[src/rtl/mem_copy_engine.sv]
// Byte-wise memory copy/fill engine: copies length bytes src->dst (read then write per byte)
// or fills length bytes at dst with a constant, driving a single-port combinational-read memory.
module mem_copy_engine #(
  parameter int ADDR_W = 8,
  parameter int DATA_W = 8
) (
  input  logic              clk,
  input  logic              reset,
  input  logic              start,
  input  logic              mode,
  input  logic [ADDR_W-1:0] src_addr,
  input  logic [ADDR_W-1:0] dst_addr,
  input  logic [ADDR_W-1:0] length,
  input  logic [DATA_W-1:0] fill_value,
  output logic              busy,
  output logic              done,
  output logic              mem_read_enable,
  output logic              mem_write_enable,
  output logic [ADDR_W-1:0] mem_address,
  output logic [DATA_W-1:0] mem_wdata,
  input  logic [DATA_W-1:0] mem_rdata
);

  typedef enum logic [1:0] {IDLE, READ, WRITE, DONE} state_t;

  state_t            state_reg;
  logic [ADDR_W-1:0] src_ptr_reg;
  logic [ADDR_W-1:0] dst_ptr_reg;
  logic [ADDR_W-1:0] count_reg;
  logic [DATA_W-1:0] hold_reg;
  logic [DATA_W-1:0] fill_reg;
  logic              mode_reg;
  logic              busy_reg;
  logic              done_reg;
  logic              rd_en_reg;
  logic              wr_en_reg;
  logic [ADDR_W-1:0] addr_reg;

  // Control outputs are registered alongside the state, so each one is set on the
  // edge that enters the state it belongs to.
  always_ff @(posedge clk or posedge reset) begin
    if (reset) begin
      state_reg   <= IDLE;
      src_ptr_reg <= '0;
      dst_ptr_reg <= '0;
      count_reg   <= '0;
      hold_reg    <= '0;
      fill_reg    <= '0;
      mode_reg    <= 1'b0;
      busy_reg    <= 1'b0;
      done_reg    <= 1'b0;
      rd_en_reg   <= 1'b0;
      wr_en_reg   <= 1'b0;
      addr_reg    <= '0;
    end else begin
      case (state_reg)
        IDLE: begin
          done_reg <= 1'b0;
          if (start) begin
            src_ptr_reg <= src_addr;
            dst_ptr_reg <= dst_addr;
            count_reg   <= length;
            mode_reg    <= mode;
            fill_reg    <= fill_value;
            if (length == '0) begin
              state_reg <= DONE;
              done_reg  <= 1'b1;
            end else if (mode) begin
              state_reg <= WRITE;
              busy_reg  <= 1'b1;
              wr_en_reg <= 1'b1;
              addr_reg  <= dst_addr;
            end else begin
              state_reg <= READ;
              busy_reg  <= 1'b1;
              rd_en_reg <= 1'b1;
              addr_reg  <= src_addr;
            end
          end
        end
        READ: begin
          hold_reg    <= mem_rdata;
          src_ptr_reg <= src_ptr_reg + 1'b1;
          rd_en_reg   <= 1'b0;
          wr_en_reg   <= 1'b1;
          addr_reg    <= dst_ptr_reg;
          state_reg   <= WRITE;
        end
        WRITE: begin
          dst_ptr_reg <= dst_ptr_reg + 1'b1;
          count_reg   <= count_reg - 1'b1;
          wr_en_reg   <= 1'b0;
          if (count_reg == ADDR_W'(1)) begin
            state_reg <= DONE;
            busy_reg  <= 1'b0;
            done_reg  <= 1'b1;
            addr_reg  <= '0;
          end else if (mode_reg) begin
            wr_en_reg <= 1'b1;
            addr_reg  <= dst_ptr_reg + 1'b1;
          end else begin
            state_reg <= READ;
            rd_en_reg <= 1'b1;
            addr_reg  <= src_ptr_reg;
          end
        end
        DONE: begin
          done_reg  <= 1'b0;
          state_reg <= IDLE;
        end
        default: state_reg <= IDLE;
      endcase
    end
  end

  assign busy             = busy_reg;
  assign done             = done_reg;
  assign mem_read_enable  = rd_en_reg;
  assign mem_write_enable = wr_en_reg;
  assign mem_address      = addr_reg;
  // Write data is a pure decode of registers, zero outside WRITE (including during reset).
  assign mem_wdata        = (state_reg == WRITE) ? (mode_reg ? fill_reg : hold_reg) : '0;

endmodule

[config.mk]
export PLATFORM = sky130hd
export DESIGN_NAME = mem_copy_engine
export DESIGN_NICKNAME = d
export VERILOG_FILES = /design/src/rtl/mem_copy_engine.sv
export SDC_FILE = /design/constraint.sdc
export NUM_CORES = 1
export LEC_CHECK = 0
export BUFFER_PORTS_ARGS = -buffer_cell sky130_fd_sc_hd__buf_2
export CAP_MARGIN = 20
export CORE_MARGIN = 3
export CORE_UTILIZATION = 61
export CTS_CLUSTER_SIZE = 28
export DETAILED_ROUTE_END_ITERATION = 16
export PLACE_DENSITY = 0.87
export SETUP_SLACK_MARGIN = 0.4
export SYNTH_ARGS = -nofsm -noshare
export SYNTH_HDL_FRONTEND = slang
export SYNTH_SLANG_ARGS = --single-unit
[constraint.sdc]
create_clock -name clk -period 4 [get_ports clk]
set_clock_uncertainty 0.1 [all_clocks]
set_input_delay 0.8 -clock clk [delete_from_list [all_inputs] [get_ports clk]]
set_output_delay 0.8 -clock clk [all_outputs]
set_load 0.05 [all_outputs]
After elaboration in Yosys (flattened, before gate mapping)
Cells that the tools add are included.
Widths: inputs -> output; s select.
{"block": "op_classes", "reduce_logical": 15, "n_eq_ne": 12, "mux": 40, "addsub": 3}
{"operator": "$mux 8", "count": 10}
{"operator": "$pmux 8 s2", "count": 3}
{"operator": "$pmux 8 s3", "count": 1}
{"operator": "$add 8x1->8 const B", "count": 2}
{"operator": "$mux 1", "count": 16}
{"operator": "$ne 2x2->1 const B", "count": 7}
{"operator": "$mux 2", "count": 5}
{"operator": "$reduce_and 2->1", "count": 5}
{"operator": "$pmux 1 s3", "count": 3}
{"operator": "$eq 8x1->1 const B", "count": 1}
{"operator": "$logic_not 8->1", "count": 1}
{"operator": "$pmux 2 s4", "count": 1}
{"operator": "$reduce_and 4->1", "count": 2}
{"operator": "$sub 8x1->8 const B", "count": 1}
{"operator": "$reduce_and 6->1", "count": 1}
{"operator": "$reduce_bool 3->1", "count": 2}
{"operator": "$eq 2x2->1 const B", "count": 2}
{"operator": "$reduce_bool 2->1", "count": 2}
{"operator": "$ne 3x3->1 const B", "count": 1}
{"operator": "$reduce_and 3->1", "count": 1}
{"operator": "$eq 2x1->1 const B", "count": 1}
{"operator": "$logic_not 2->1", "count": 1}
{"operator": "$pmux 1 s2", "count": 1}
{"block": "word_totals", "out_inout_bits": 20, "regBits": 55, "word_cells": 82, "inputBits": 44}

Depth between registers and ports, before layout
Gate-level depths: netlist (run 1).
{"block": "depth", "ltp_word": 4, "mapped_depth": 7, "depth_no_buf": 6}

Worst setup path before layout (run 1)
OpenSTA, ideal clock, no wires.
{"block": "synth_timing", "path_kind": "register to output", "from": "reg state_reg[0]", "to": "out mem_wdata[0]", "path_slack_ns": 1.329, "required_time_ns": 3.100, "t_arrival_ns": 1.771, "path_buffers": 1, "path_stages_with_launch": 6, "path_cell_list": "dfrtp_1 -> inv_1 -> ha_1 -> inv_1 -> clkbuf_1 -> nor2_1"}
{"block": "synth_via", "elab_chain_cells": 2}
{"element": "from (decl)", "line_no": "26", "text": "state_t state_reg;"}
{"element": "from (signal assigned)", "line_no": "43", "text": "state_reg <= IDLE;"}
{"element": "from (signal assigned)", "line_no": "66", "text": "state_reg <= DONE;"}
{"element": "from (signal assigned)", "line_no": "69", "text": "state_reg <= WRITE;"}
{"element": "$eq 2x2->1", "line_no": "122", "text": "assign mem_wdata = (state_reg == WRITE) ? (mode_reg ? fill_reg : hold_reg) : '0;"}
{"element": "$mux 8", "line_no": "122"}
{"element": "to (decl)", "line_no": "20", "text": "output logic [DATA_W-1:0] mem_wdata,"}
No other way between the ends.

Final worst setup path (run 1)
Ends and elaborated chain as after synthesis.

==> run summary, run 1 <==
H-tree levels = 2
Starting Density = 0.635
Die width = 82.2 um
Skew-Pair Late Insertion Delay = 0.31 ns
Fraction of registers with async set/reset = 1.00
WL final = 8.87 mm
Worst-path maximum fanout = 41
Die area = 0.00675 mm2
Number of flops mapped to enable cells by yosys = 0
Hold path cells = 2
Clock Sinks = 55
All-Layer GR Usage = 0.270
Top cell type's share of synthesized area = 0.389
RSZ-0062 raised after global routing = no
Area Overhead vs Synth = 12.6%
Slew @ Worst Pin = 0.892 ns
Global-route wire length before repair = 14.2 mm
# fillers = 438
Setup crit start kind = flip-flop
Leading area contributor after synthesis = dfrtp_1
Placer Congestion = 0.915
Die Ht = 82.2 um
Setup_tns = 0 ns
Initial antenna violation count = 0
CTS Buf Count = 5
Mapped Nets = 442
Netlist cell types = 57
LEAKAGE = 1.78 nW
Root Buffer = clkbuf_8
Layout cells sized above 1 = 0.251
Mapped Area = 0.00354 mm2
Area of the multi-input gates = 0.00198 mm2
CORE AREA = 0.00557 mm2
Clock slew at reported path FFs = 0.11 ns
Yosys warns = 0
Post-Synthesis Cells = 389
Ports = 64
Initial DRC count = 269
Average via count per standard cell = 6.34
Reg power frac = 0.309
Max-Cap Viols = 0
Slew headroom = 0.405
Port bufs = 63
Final hold vios = 0
Final #Nets = 490
Final HPWL DP = 6.25 mm
Internal = 0.00184 W
Worst Path Arrival = 2.22 ns
PwrDens = 922 mW/mm2
# setup viols final = 0
Antenna viol nets, final = 0
Fin. max-slew vios = 0
Outcome = complete, no violations
Tcrit/Tclk final = 0.781
Gr ovfl total = 0
Seq/Total Area, Yosys = 0.389
Top cells by count, synth = 55 x dfrtp_1, 35 x a21oi_1, 27 x nand2_1
Vias in the first global route = 3116
Critical Path RT = 3.10 ns
Row count = 27
Vias = 3231
Post-CTS Setup Repair Bufs = 0
Yosys reg bits = 55
FF-to-FF path depth = 5
Average size of a mapped cell = 9.09 um2
Max VDD drop = 0.561 mV
DRC Markers = 0
Tmin final = 3.12 ns
Net Switching = 0.00183 W
Hold/Removal Path Class = flip-flop to flip-flop
Hold Buf Count CTS = 0
Wire per inst = 17.4 um
Critical path class = flip-flop to output pin
Leading post-synthesis cells by cell area = dfrtp_1 39%, mux2_2 6.4%, mux2i_1 5.7%, a21oi_1 5.0%, ha_1 3.2%
CTS tree = yes
Critical Path End Type = output pin
Clk network pwr share = 0.086
DRT Pass-1 Iters = 4
Sw Share = 0.498
Most frequent cell after synthesis = dfrtp_1
Number of diodes = 0
Main flop type after synthesis = dfrtp_1
Largest net degree at the start of global routing = 42
Register area = 0.00138 mm2
Final core area utilization = 0.714
F_max = 0.320 GHz
Clock Tree Buf Depth = 2
Post-CTS sizing = 0
Comb pwr share = 0.605
-- cells in the final DEF, fill, tap and decap left out, types with 4 or more instances in the layout --
master,netlist,layout
inv_1,17,16
ha_1,9,9
o31ai_1,5,5
nor2_1,26,26
dfrtp_1,55,55
buf_2,5,63
mux2_2,20,20
o22ai_1,14,14
mux2i_1,20,20
o22a_1,11,11
o21a_1,4,4
a211oi_1,5,5
clkbuf_8,0,5
nand2b_1,4,4
nand2_1,27,27
nor3_1,4,4
buf_4,1,6
o21ai_0,21,21
nand3_1,18,18
nor2b_1,10,10
a21oi_1,35,35
-- per-layer routing --
metal / GRT usage / routed length, um
met1: 0.340 / 3480
met2: 0.465 / 4470
met3: 0.0456 / 695
met4: 0.0963 / 227
met5: 0 / 0
-- worst max-delay path: stages (launching register included) --
cell and delay (ns):
dfrtp_1 0.43, inv_1 0.12, ha_1 0.15, buf_4 0.36, inv_1 0.37, nor2_1 0.19, buf_2 0.28
-- layout make-up --
class	count	share of cell area
multi-input cells	288	0.496
well taps	72	0.0226
clock buffers	5	0.0173
repair buffers	70	0.0974
clock inverters	3	0.00471
flip-flops and latches	55	0.346
inverters	17	0.0160
-- cells by family (layout without fill, tap and decap cells) --
group | Yosys count | count (layout) | synth area share
buf+inv | 46 | 95 | 0.0520
fa+ha+maj | 9 | 9 | 0.0318
simple gates | 111 | 111 | 0.159
xor+xnor | 1 | 1 | 0.00248
flops | 55 | 55 | 0.389
mux | 42 | 42 | 0.127
compound gates | 125 | 125 | 0.239
-- power groups by stage --
stage	clock, W	sequential, W	combinational (W)
after detailed placement	0	0.00117	0.00213
final	0.000315	0.00113	0.00222
after floorplan	0	0.00119	0.00165
after global routing	0.000339	0.00118	0.00244
after global placement	0	0.00115	0.00205
after CTS	0.000318	0.00116	0.00214
-- worst paths after layout --
check                                           start                         end  slack [ns]
hold / removal             mem_address[4]$_DFFE_PP0P_  mem_address[4]$_DFFE_PP0P_        0.40
min in group asynchronous                       reset    count_reg[1]$_DFFE_PP0P_        0.51
hold reg to reg            mem_address[4]$_DFFE_PP0P_  mem_address[4]$_DFFE_PP0P_        0.40
setup reg to reg             state_reg[1]$_DFFE_PP0P_    state_reg[0]$_DFFE_PP0P_        1.14
max in group asynchronous                       reset    state_reg[0]$_DFFE_PP0P_        2.52
setup / recovery             state_reg[0]$_DFFE_PP0P_                mem_wdata[0]        0.88
-- per-stage QoR --
stage / hold WS, ns / instance area [um2] / power (W) / instances / setup slack, ns
floorplan: 0.379 / 3540 / 0.00284 / 389 / 1.33
global placement: 0.376 / 3850 / 0.00320 / 499 / 1.04
detailed placement: 0.384 / 3860 / 0.00330 / 500 / 1.23
CTS: 0.407 / 3950 / 0.00361 / 508 / 0.868
global route: 0.434 / 3980 / 0.00396 / 510 / 0.697
finish: 0.401 / 3980 / 0.00367 / 510 / 0.877
(Power assumes the default switching activity.)
==> run 2: changes to the inputs <==
--- a/config.mk
+++ b/config.mk
@@ -8,10 +8,10 @@
 export BUFFER_PORTS_ARGS = -buffer_cell sky130_fd_sc_hd__buf_2
 export CAP_MARGIN = 20
 export CORE_MARGIN = 3
-export CORE_UTILIZATION = 61
+export CORE_UTILIZATION = 56
 export CTS_CLUSTER_SIZE = 28
 export DETAILED_ROUTE_END_ITERATION = 16
-export PLACE_DENSITY = 0.87
+export PLACE_DENSITY = 0.81
 export SETUP_SLACK_MARGIN = 0.4
 export SYNTH_ARGS = -nofsm -noshare
 export SYNTH_HDL_FRONTEND = slang
==> constraint.sdc (replaced) <==
create_clock -name clk -period 3.1 [get_ports clk]
set_clock_uncertainty 0.1 [all_clocks]
set_input_delay 0.62 -clock clk [delete_from_list [all_inputs] [get_ports clk]]
set_output_delay 0.62 -clock clk [all_outputs]
set_load 0.05 [all_outputs]
==> run 2 against run 1 <==
  * Core utilization shrank 4.8 points
  * Critical endpoint is now mem_wdata[3]
  * Via count down 0.43%
  * Wire length barely moved
  * Largest power group unchanged
  * Highest routed layer unchanged
  * Clock power is 33% higher
  * Non-clock buffer count increased by 6
  * Sequential share of layout area is 0.31 points lower
  * Largest cell class unchanged
==> run summary, run 2 (synthesized netlist as in run 1, its figures left out) <==
Outcome = complete, no violations
FF-to-FF Start = state_reg[0]$_DFFE_PP0P_
Final HPWL DP = 6.40 mm (+2.3%)
Worst Setup SP = state_reg[0]$_DFFE_PP0P_
Die width = 85.5 um (+4.0%)
Critical Path RT = 2.38 ns (-0.72 ns)
Max VDD drop = 0.887 mV (+58%)
Worst Path Arrival = 1.75 ns (-0.47 ns)
Critical Path End Type = output pin
Vias = 3217 (-0.43%)
Placer Congestion = 0.848 (-7.3%)
Vias in the first global route = 3126 (+0.32%)
DRT Pass-1 Iters = 5 (+1)
Finished Layout Cells = 519 (+1.8%)
Commonest non-fill, non-tap cell in the layout = buf_2
H-tree levels = 2 (unchanged)
Average via count per standard cell = 6.20 (-2.2%)
Most frequent cells in the layout = 63 x buf_2, 55 x dfrtp_1, 35 x a21oi_1
Highest-delay cell along the critical path = dfrtp_1
CORE AREA = 0.00603 mm2 (+8.1%)
Port bufs = 63 (unchanged)
Die Ht = 85.5 um (+4.0%)
Area Overhead vs Synth = 13.6%
CP Buf/Inv Count = 3 (-1)
PwrDens = 1180 mW/mm2 (+28%)
Skew-Pair Late Insertion Delay = 0.31 ns (about the same)
CTS Buf Count = 5 (unchanged)
Critical path's top delay family = buffers and inverters
Slew headroom = 0.525 (+0.120)
Starting Density = 0.587 (-0.0476)
DRC Markers = 0 (unchanged)
RSZ-0062 raised after global routing = no
Register area = 0.00138 mm2 (unchanged)
Largest net degree at the start of global routing = 41 (-2.4%)
Slew @ Worst Pin = 0.712 ns (-0.180 ns)
Gr ovfl total = 0 (unchanged)
Area of the multi-input gates = 0.00198 mm2 (unchanged)
Initial DRC count = 227 (-16%)
Row count = 28 (+3.7%)
Root Buffer = clkbuf_8
Ports = 64 (unchanged)
Final hold vios = 0 (unchanged)
# fillers = 515 (+18%)
Number of diodes = 0 (unchanged)
Clock Tree Buf Depth = 2 (unchanged)
Antenna viol nets, final = 0 (unchanged)
CTS tree = yes
Worst-path maximum fanout = 9 (-78%)
Clock Sinks = 55 (unchanged)
Inst Count DP = 510 (+2.0%)
Die area = 0.00731 mm2 (+8.3%)
Layout cells sized above 1 = 0.264 (+0.0124)
# setup viols final = 0 (unchanged)
F_max = 0.405 GHz
Slowest cell delay on critical path = 0.43 ns (about the same)
Final #Nets = 496 (+1.2%)
Clock slew at reported path FFs = 0.10 ns (about the same)
Hold/Removal Path Class = input port to asynchronous set/reset pin
Tmin final = 2.47 ns
Initial antenna violation count = 0 (unchanged)
Critical path class = flip-flop to output pin
Setup_tns = 0 ns (unchanged)
WL final = 8.86 mm (about the same)
Wire per inst = 17.1 um (-1.8%)
Setup crit start kind = flip-flop
Max-Cap Viols = 0 (unchanged)
Global-route wire length before repair = 14.8 mm (+4.1%)
Critical path, cell by cell = inv_1, ha_1, clkinvlp_4, nor2_1, buf_2
All-Layer GR Usage = 0.249 (-0.0208)
LEAKAGE = 1.80 nW (+1.1%)
Final core area utilization = 0.667 (-0.0475)
Tcrit/Tclk final = 0.796
Fin. max-slew vios = 0 (unchanged)
[run 2: changes by cell type in the layout (fill, tap and decap cells not counted), sizes merged]
cell,change
clkinvlp,+1
clkinv,-1
buf,+6
[run 2: routing by layer]
layer	GRT usage	vias to the layer above	wire (um)
met5	0	-	0
li1	-	1537	-
met3	0.0398	15	497
met4	0.0705	0	144
met2	0.421	106	4380
met1	0.330	1559	3840
[run 2: where the power goes]
part / internal [W] / total (W) / leakage (nW) / switching [W]
combinational: 0.00115 / 0.00287 / 1.12 / 0.00171
sequential: 0.00108 / 0.00147 / 0.629 / 0.000390
clock: 0.000164 / 0.000418 / 0.0489 / 0.000253
[run 2: repair_timing]
action,CTS,global route
endpoints found under the setup margin,0,1
hold buffers,0,0
gates resized for setup,0,1
buffers inserted,0,1
[run 2: final cells by class]
type | count | share of cell area
clock buffers | 5 | 0.0171
clock inverters | 3 | 0.00560
multi-input cells | 288 | 0.492
repair buffers | 76 | 0.103
well taps | 75 | 0.0233
flip-flops and latches | 55 | 0.342
inverters | 17 | 0.0168
[run 2: per-stage QoR]
step / worst slack (ns) / total power, W / instance area [um2] / hold WS [ns]
detailed placement: 0.763 / 0.00430 / 3920 / 0.395
global placement: 0.793 / 0.00421 / 3920 / 0.389
global route: 0.532 / 0.00511 / 4020 / 0.235
finish: 0.633 / 0.00475 / 4020 / 0.209
CTS: 0.517 / 0.00472 / 4010 / 0.219
floorplan: 0.609 / 0.00366 / 3540 / 0.379
[run 2: path summary, 6_finish.rpt]
kind                                               to  slack, ns  cells after the start
setup reg to reg           dst_ptr_reg[0]$_DFFE_PP0P_       0.81                      8
max in group asynchronous    count_reg[2]$_DFFE_PP0P_       2.03                      3
hold / removal                hold_reg[1]$_DFFE_PP0P_       0.21                      2
setup / recovery                         mem_wdata[3]       0.63                      5
min in group clk           mem_address[3]$_DFFE_PP0P_       0.41                      2
hold reg to reg            mem_address[3]$_DFFE_PP0P_       0.41                      2
==> run 3: changes to the inputs <==
==> constraint.sdc (replaced) <==
create_clock -name clk -period 2.5 [get_ports clk]
set_clock_uncertainty 0.1 [all_clocks]
set_input_delay 0.5 -clock clk [delete_from_list [all_inputs] [get_ports clk]]
set_output_delay 0.5 -clock clk [all_outputs]
set_load 0.05 [all_outputs]
==> run 3 against run 2 <==
  * Clock power rose by 29%
  * Wire length rose by 3.0%
  * Final area rose by 5.4%
  * Hold slack improved by 0.036 ns
  * Sequential share of layout area fell by 1.7 points
  * Via count rose by 1.3%
==> run summary, run 3 (synthesized netlist as in run 1, its figures left out) <==
Inst Count DP = 513 (+0.59%)
Final HPWL DP = 6.45 mm (+0.84%)
All-Layer GR Usage = 0.259 (+0.0100)
Gr ovfl total = 0 (unchanged)
Vias in the first global route = 3083 (-1.4%)
Row count = 28 (unchanged)
Initial antenna violation count = 0 (unchanged)
Fin. max-slew vios = 0 (unchanged)
Placer Congestion = 0.856 (+0.85%)
Internal = 0.00321 W (+34%)
Layout cells sized above 1 = 0.310 (+0.0462)
Skew-Pair Late Insertion Delay = 0.33 ns (+0.02 ns)
Vias = 3260 (+1.3%)
WL final = 9.13 mm (+3.0%)
Number of diodes = 0 (unchanged)
Critical Path End Type = output pin
Worst Path Arrival = 1.48 ns (-0.27 ns)
Critical path class = flip-flop to output pin
Critical Path RT = 1.90 ns (-0.48 ns)
Clk network pwr share = 0.085 (-0.003)
# setup viols final = 0 (unchanged)
PwrDens = 1490 mW/mm2 (+26%)
Die area = 0.00731 mm2 (unchanged)
Finished Layout Cells = 527 (+1.5%)
DRC Markers = 0 (unchanged)
Global-route wire length before repair = 15.1 mm (+2.1%)
Comb pwr share = 0.624 (+0.021)
CORE AREA = 0.00603 mm2 (unchanged)
FF-to-FF path depth = 7 (-1)
Slew headroom = 0.527 (+0.00200)
Antenna viol nets, final = 0 (unchanged)
RSZ-0062 raised after global routing = yes
DRT Pass-1 Iters = 4 (-1)
Worst-path maximum fanout = 8 (-1)
Reg power frac = 0.290 (-0.019)
Final hold vios = 0 (unchanged)
Tmin final = 2.08 ns
Worst Hold Margin = 0.246 ns (+0.0364 ns)
H-tree levels = 2 (unchanged)
Hold Buf Count CTS = 0 (unchanged)
Max-Cap Viols = 0 (unchanged)
Sw Share = 0.492 (-0.00353)
Starting Density = 0.587 (unchanged)
Setup crit start kind = flip-flop
Outcome = complete, no violations
Slew @ Worst Pin = 0.709 ns (-0.00301 ns)
CTS tree = yes
Final #Nets = 504 (+1.6%)
Clock Tree Buf Depth = 2 (unchanged)
Clock Sinks = 55 (unchanged)
Die width = 85.5 um (unchanged)
Initial DRC count = 170 (-25%)
Average via count per standard cell = 6.19 (-0.20%)
Hold/Removal Path Class = input port to asynchronous set/reset pin
Port bufs = 63 (unchanged)
Area Overhead vs Synth = 19.8%
Die Ht = 85.5 um (unchanged)
Net Switching = 0.00311 W (+32%)
F_max = 0.480 GHz
Setup_tns = 0 ns (unchanged)
Largest net degree at the start of global routing = 56 (+37%)
Ports = 64 (unchanged)
Commonest non-fill, non-tap cell in the layout = buf_2
CTS Buf Count = 5 (unchanged)
Max VDD drop = 0.874 mV (-1.5%)
Wire per inst = 17.3 um (+1.5%)
Clock slew at reported path FFs = 0.12 ns (+0.02 ns)
Root Buffer = clkbuf_8
Most frequent cells in the layout = 55 x buf_2, 54 x dfrtp_1, 35 x a21oi_1
LEAKAGE = 1.86 nW (+3.2%)
Tcrit/Tclk final = 0.833
run 3: worst paths after layout:
path                                         startpoint                            to  slack [ns]
min                                               reset      count_reg[2]$_DFFE_PP0P_        0.25
max reg2reg                    state_reg[0]$_DFFE_PP0P_    mem_address[3]$_DFFE_PP0P_        0.53
max                            state_reg[0]$_DFFE_PP0P_                  mem_wdata[6]        0.42
max in group asynchronous                         reset          mode_reg$_DFFE_PP0P_        1.52
min in group clk                          fill_value[0]       fill_reg[0]$_DFFE_PP0P_        0.30
min reg2reg                mem_write_enable$_DFFE_PP0P_  mem_write_enable$_DFFE_PP0P_        0.40
run 3: routing by layer:
layer / wire length [um] / GRT usage / vias up / share of wire
li1: - / - / 1558 / -
met4: 238 / 0.0993 / 0 / 0.026
met1: 4000 / 0.363 / 1568 / 0.44
met5: 0 / 0 / - / 0
met2: 4390 / 0.400 / 114 / 0.48
met3: 510 / 0.0456 / 20 / 0.056
run 3: repair_timing:
action | in CTS | in global routing
resized for setup | 22 | 11
buffers inserted | 1 | 5
pin swaps | 0 | 1
endpoints found under the setup margin | 9 | 33
run 3: power by group through the flow:
stage               clock network, W  logic [W]  registers (W)
floorplan                          0    0.00277        0.00190
global placement                   0    0.00359        0.00180
detailed placement                 0    0.00369        0.00183
CTS                         0.000543    0.00383        0.00181
global route                0.000583    0.00432        0.00190
finish                      0.000539    0.00394        0.00183
run 3: critical path, cell delays in order (launching register included):
cell	delay, ns
dfrtp_1	0.41
inv_2	0.11
ha_4	0.18
inv_2	0.06
buf_12	0.15
nor2_4	0.10
buf_8	0.15
run 3: area by class of cell:
cell class              count  area, um2
repair buffers             84        543
well taps                  75       93.8
clock inverters             3       22.5
fillers                   491       1790
multi-input cells         288       2070
clock buffers               5       68.8
inverters                  17       63.8
flip-flops and latches     55       1380
run 3: metrics by stage:
| stage | setup WS [ns] | utilization | power, W | cell area [um2] |
|---|---|---|---|---|
| 6_report | 0.417 | 0.703 | 0.00632 | 4240 |
| 5_1_grt | 0.369 | 0.703 | 0.00681 | 4240 |
| 4_1_cts | 0.400 | 0.691 | 0.00618 | 4170 |
| 2_1_floorplan | 0.470 | - | 0.00467 | 3600 |
| 3_3_place_gp | 0.432 | 0.664 | 0.00539 | 4000 |
| 3_5_place_dp | 0.414 | 0.664 | 0.00553 | 4000 |
